===== src/rtl/program_store_loader.sv =====
// Switch-keyed instruction store: debounced byte loader, registered fetch port and core reset control.
// Optional running checksum of loaded bytes is built only when PROGRAM_CHECKSUM_EN is defined.
module program_store_loader #(
  parameter int ADDR_WIDTH      = 8,
  parameter int DATA_WIDTH      = 8,
  parameter int DEBOUNCE_CYCLES = 4
) (
  input  logic                  clock,
  input  logic                  reset,
  input  logic                  mode_load,
  input  logic                  load_strobe,
  input  logic [DATA_WIDTH-1:0] load_data,
  input  logic [ADDR_WIDTH-1:0] instruction_address,
  output logic [DATA_WIDTH-1:0] instruction,
  output logic                  cpu_reset,
  output logic [ADDR_WIDTH-1:0] load_address,
  output logic                  load_full,
  output logic [1:0]            state,
  output logic [DATA_WIDTH-1:0] checksum
);

  localparam int DEPTH = 1 << ADDR_WIDTH;
  localparam int CW    = (DEBOUNCE_CYCLES > 2) ? $clog2(DEBOUNCE_CYCLES) : 1;
  localparam logic [CW-1:0] DB_LAST = CW'(DEBOUNCE_CYCLES - 1);

  typedef enum logic [1:0] {
    IDLE = 2'b00,
    LOAD = 2'b01,
    RUN  = 2'b10
  } state_t;

  state_t state_q, next_state;

  logic [DATA_WIDTH-1:0] mem [0:DEPTH-1];

  logic          strobe_sync1, strobe_sync2;
  logic [CW-1:0] db_count;
  logic          db_level, db_level_d;
  logic          write_pulse, write_en, enter_load;

  assign state       = state_q;
  assign write_pulse = db_level & ~db_level_d;
  assign enter_load  = (state_q != LOAD) && (next_state == LOAD);
  // A pulse coinciding with the LOAD->RUN switch is dropped by requiring LOAD to persist.
  assign write_en    = (state_q == LOAD) && (next_state == LOAD) && write_pulse && !load_full;

  always_comb begin
    next_state = state_q;
    case (state_q)
      IDLE:    next_state = mode_load ? LOAD : RUN;
      LOAD:    if (!mode_load) next_state = RUN;
      RUN:     if (mode_load)  next_state = LOAD;
      default: next_state = IDLE;
    endcase
  end

  always_ff @(posedge clock) begin
    if (reset) begin
      state_q   <= IDLE;
      cpu_reset <= 1'b1;
    end else begin
      state_q   <= next_state;
      cpu_reset <= (state_q != RUN);
    end
  end

  // Level only flips after DEBOUNCE_CYCLES consecutive samples disagreeing with it.
  always_ff @(posedge clock) begin
    if (reset) begin
      strobe_sync1 <= 1'b0;
      strobe_sync2 <= 1'b0;
      db_count     <= '0;
      db_level     <= 1'b0;
      db_level_d   <= 1'b0;
    end else begin
      strobe_sync1 <= load_strobe;
      strobe_sync2 <= strobe_sync1;
      db_level_d   <= db_level;
      if (strobe_sync2 != db_level) begin
        if (db_count == DB_LAST) begin
          db_level <= strobe_sync2;
          db_count <= '0;
        end else begin
          db_count <= db_count + 1'b1;
        end
      end else begin
        db_count <= '0;
      end
    end
  end

  always_ff @(posedge clock) begin
    if (reset) begin
      load_address <= '0;
      load_full    <= 1'b0;
    end else if (enter_load) begin
      load_address <= '0;
      load_full    <= 1'b0;
    end else if (write_en) begin
      load_address <= load_address + 1'b1;
      if (load_address == {ADDR_WIDTH{1'b1}}) load_full <= 1'b1;
    end
  end

  // RAM has no reset so a program survives a board reset.
  always_ff @(posedge clock) begin
    if (write_en && !reset) mem[load_address] <= load_data;
  end

  always_ff @(posedge clock) begin
    if (reset)                instruction <= '0;
    else if (state_q == RUN)  instruction <= mem[instruction_address];
    else                      instruction <= '0;
  end

`ifdef PROGRAM_CHECKSUM_EN
  logic [DATA_WIDTH-1:0] checksum_q;

  always_ff @(posedge clock) begin
    if (reset)           checksum_q <= '0;
    else if (enter_load) checksum_q <= '0;
    else if (write_en)   checksum_q <= checksum_q + load_data;
  end

  assign checksum = checksum_q;
`else
  assign checksum = '0;
`endif

endmodule


===== config.mk =====
export PLATFORM = sky130hd
export DESIGN_NAME = program_store_loader
export DESIGN_NICKNAME = d
export VERILOG_FILES = /design/src/rtl/program_store_loader.sv
export SDC_FILE = /design/constraint.sdc
export NUM_CORES = 2
export LEC_CHECK = 0
export ABC_AREA = 1
export CAP_MARGIN = 10
export CELL_PAD_IN_SITES_DETAIL_PLACEMENT = 2
export CELL_PAD_IN_SITES_GLOBAL_PLACEMENT = 2
export CORE_AREA = 2 2 495 497
export DETAILED_ROUTE_END_ITERATION = 10
export DIE_AREA = 0 0 497 499
export PLACE_DENSITY = 0.63
export SKIP_LAST_GASP = 1
export SLEW_MARGIN = 30
export SYNTH_ARGS = -nofsm -noshare
export SYNTH_HDL_FRONTEND = slang
export SYNTH_SLANG_ARGS = --single-unit

===== constraint.sdc =====
create_clock -name clock -period 3.3 [get_ports clock]
set_input_delay 0.825 -clock clock [delete_from_list [all_inputs] [get_ports clock]]
set_output_delay 0.825 -clock clock [all_outputs]
set_load 0.01 [all_outputs]

==> reports/results.ini <==
[min_path]
min_to=mem[2][6]
hp-class=in2reg
hold_path_depth=1
holdCritStartpoint=load_data[6]

[worst_setup_path]
r2r-start=load_address[6]
r2r_cells=8
critPathKind=reg2out
worstSetupEndpointType=primary output
r2r_slack_ps=570
worstPathMaxFanout=1
crit_path_start=instruction[7]
rr_endpoint=mem[95][3]
slowest_stage=dfxtp_1
cp_slowest_stage_delay_ps=730
path_cells=clkdlybuf4s50_1
critPathBufInv=1
start_kind=flip-flop
arrival_ps=2290
cpLargestDelayFamily=flip-flops
required_ps=2470

[logic_synthesis]
synth_area_leader_cell=edfxtp_1
synth.area.mux_share_pct=0
synth.area.top_cells=edfxtp_1, nand3_1, nand2_1
synthAdderAreaFrac_pct=0.0741
postSynthAreaPerCell_um2=11.9
synth_cells=7106
synth-xor-area-share_pct=0.0104
yosys_register_bits=2074
synth_top_family_by_area=simple AND/OR/NAND/NOR gates
syn_area_um2=84400
synthSimpleGateAreaFrac_pct=22.6
ys_seq_area_share_pct=73.5
ys_types=33
yosysWarnings=0
synth-compound-area-share_pct=0.492
synth_top_area_share_pct=72.9

[run]
maxCapViolCount=0

[drt]
wl_per_cell_um=28.1
vias_per_cell=5.37
drt_wl_total_um=307000
num_vias=58600
drc=0
dr.pass1.iters=7
first_iter_violations=4617
antenna_left=0

[grt]
grt_start_max_net_pins=113
grt_pass1_wl_um=450000
use_met3_pct=2.84
antenna_found_initial=7
grt.total_usage_pct=24.6
busiest_layer=met2
grtUsageMet1_pct=32.5
overflow=0
grt_pass1_vias=64100
grtUsageMet2_pct=42.4

[clocking]
cts_buffers=229
post_cts_buffers=0
cts_resized=0
cts_hold_buf=0
clock_latency_ps=880
cts_sinks=2074
clockBufferDepth=3
htree_num_levels=4
cts_tree=built
root_buffer=clkbuf_16
cts.clk_slew.worst_paths_ps=60

[finish]
multi_input_area_um2=19600
fin_area_um2=100000
seq_area_um2=62000
final_cell_mix=nand2_1, edfxtp_1, nand3_1, buf_4, nor2_1
mostFrequentLayoutCell=nand2_1
fin_cells=10900
fin_util_pct=41.2
drive_gt1_share_pct=12.9
fill_cells=24600
syn_to_final_growth_pct=18.5
finalNetCount=7540

[sta]
drv_slew=0
clock.fmax_mhz=321
tightest_slew_ps=1060
setup_tns_ps=0
final_hold_viol_count=0
rsz0062_at_grt=false
clock_skew_ps=32.4
worst_slack_ps=188
max-slew-margin-rel_pct=29.4
whs_ps=249
setup_violations=0
finalCritPeriodShare_pct=94.3
post-route-min-period_ps=3110

[die]
die_y_um=499
initial_utilization_pct=34.8
pin_count=48
die_w_um=497
core-area_um2=243000
rows=181
dieArea_um2=248000

[pwr]
worst_ir_drop_vdd_mv=0.448
power_mw=57.8
cellPowerDensity_nw_per_um2=578
p_leak_nw=35.4

[place]
dpl.hpwl_um=193000
dp_cells=10500
gp_congestion=0.806
port_buffers=39
placed_cell_area_um2=92800
pre_cts_slack_ps=-394

[outcome]
status=completed

## area by class of cell
cell class                      count  area share, %
Antenna cell                        3        0.00750
Clock buffer                      287           6.14
Clock inverter                    138           1.11
Inverter                           51          0.228
Multi-Input combinational cell   4497           19.6
Sequential cell                  2074           62.0
Tap cell                         3202           4.01
Timing Repair Buffer              662           6.87
## per-layer routing
| layer | share of wire, % | wire length (um) |
|---|---|---|
| met2 | 49 | 152000 |
| met4 | 3.2 | 9700 |
| met1 | 44 | 134000 |
| met5 | 0.0075 | 23 |
| met3 | 3.8 | 11600 |
## synth_stat cells
cell,number
conb_1,1
buf_2,244
nor2_1,353
nor3b_1,1
clkbuf_1,111
nand4_2,1
o21ai_1,1
a21oi_1,23
o22ai_1,16
buf_1,44
nor4_4,1
nor2_8,1
nor3_1,8
nand3_1,1940
xor2_1,1
dfxtp_1,26
inv_4,1
buf_4,66
nand2_1,2083
nand2_2,1
nand4_1,2
nand3_4,2
nor2_4,1
nor4_1,1
o211ai_1,1
ha_1,5
inv_2,4
edfxtp_1,2048
o21ai_0,36
buf_6,26
a211oi_1,1
nor2_2,10
inv_1,46
## logic make-up after synthesis
| logic type | after synthesis |
|---|---|
| buffers and inverters | 542 |
| adder cells (fa/ha/maj) | 5 |
| other | 1 |
| AO/OA/AOI/OAI | 78 |
| AND/OR/NAND/NOR | 4405 |
| flip-flops | 2074 |
| XOR/XNOR | 1 |
## registers in the layout (all words and copies together), names as in the netlist
| register | flops |
|---|---|
| instruction | 8 |
| db_level | 1 |
| cpu_reset | 1 |
| db_level_d | 1 |
| mem | 2048 |
| db_count | 2 |
| strobe_sync1 | 1 |
| state | 2 |
| load_address | 8 |
| strobe_sync2 | 1 |
| load_full | 1 |
## where the power goes
group / internal (mW) / switching (mW) / leakage, nW
sequential: 28.9 / 0.00960 / 18.6
clock: 14.3 / 10.8 / 3.56
combinational: 1.00 / 2.72 / 13.2
total: 44.3 / 13.5 / 35.4
## worst max path at each step
stage                           endpoint  slack [ps]  cells after the start
final                     instruction[7]         190                      1
after global routing      instruction[7]         210                      1
after CTS                 instruction[7]         120                      1
after detailed placement  instruction[0]        -390                     14
after global placement    instruction[0]        -370                     14
after floorplan              mem[126][0]         550                      7
(Power assumes the default switching activity.)
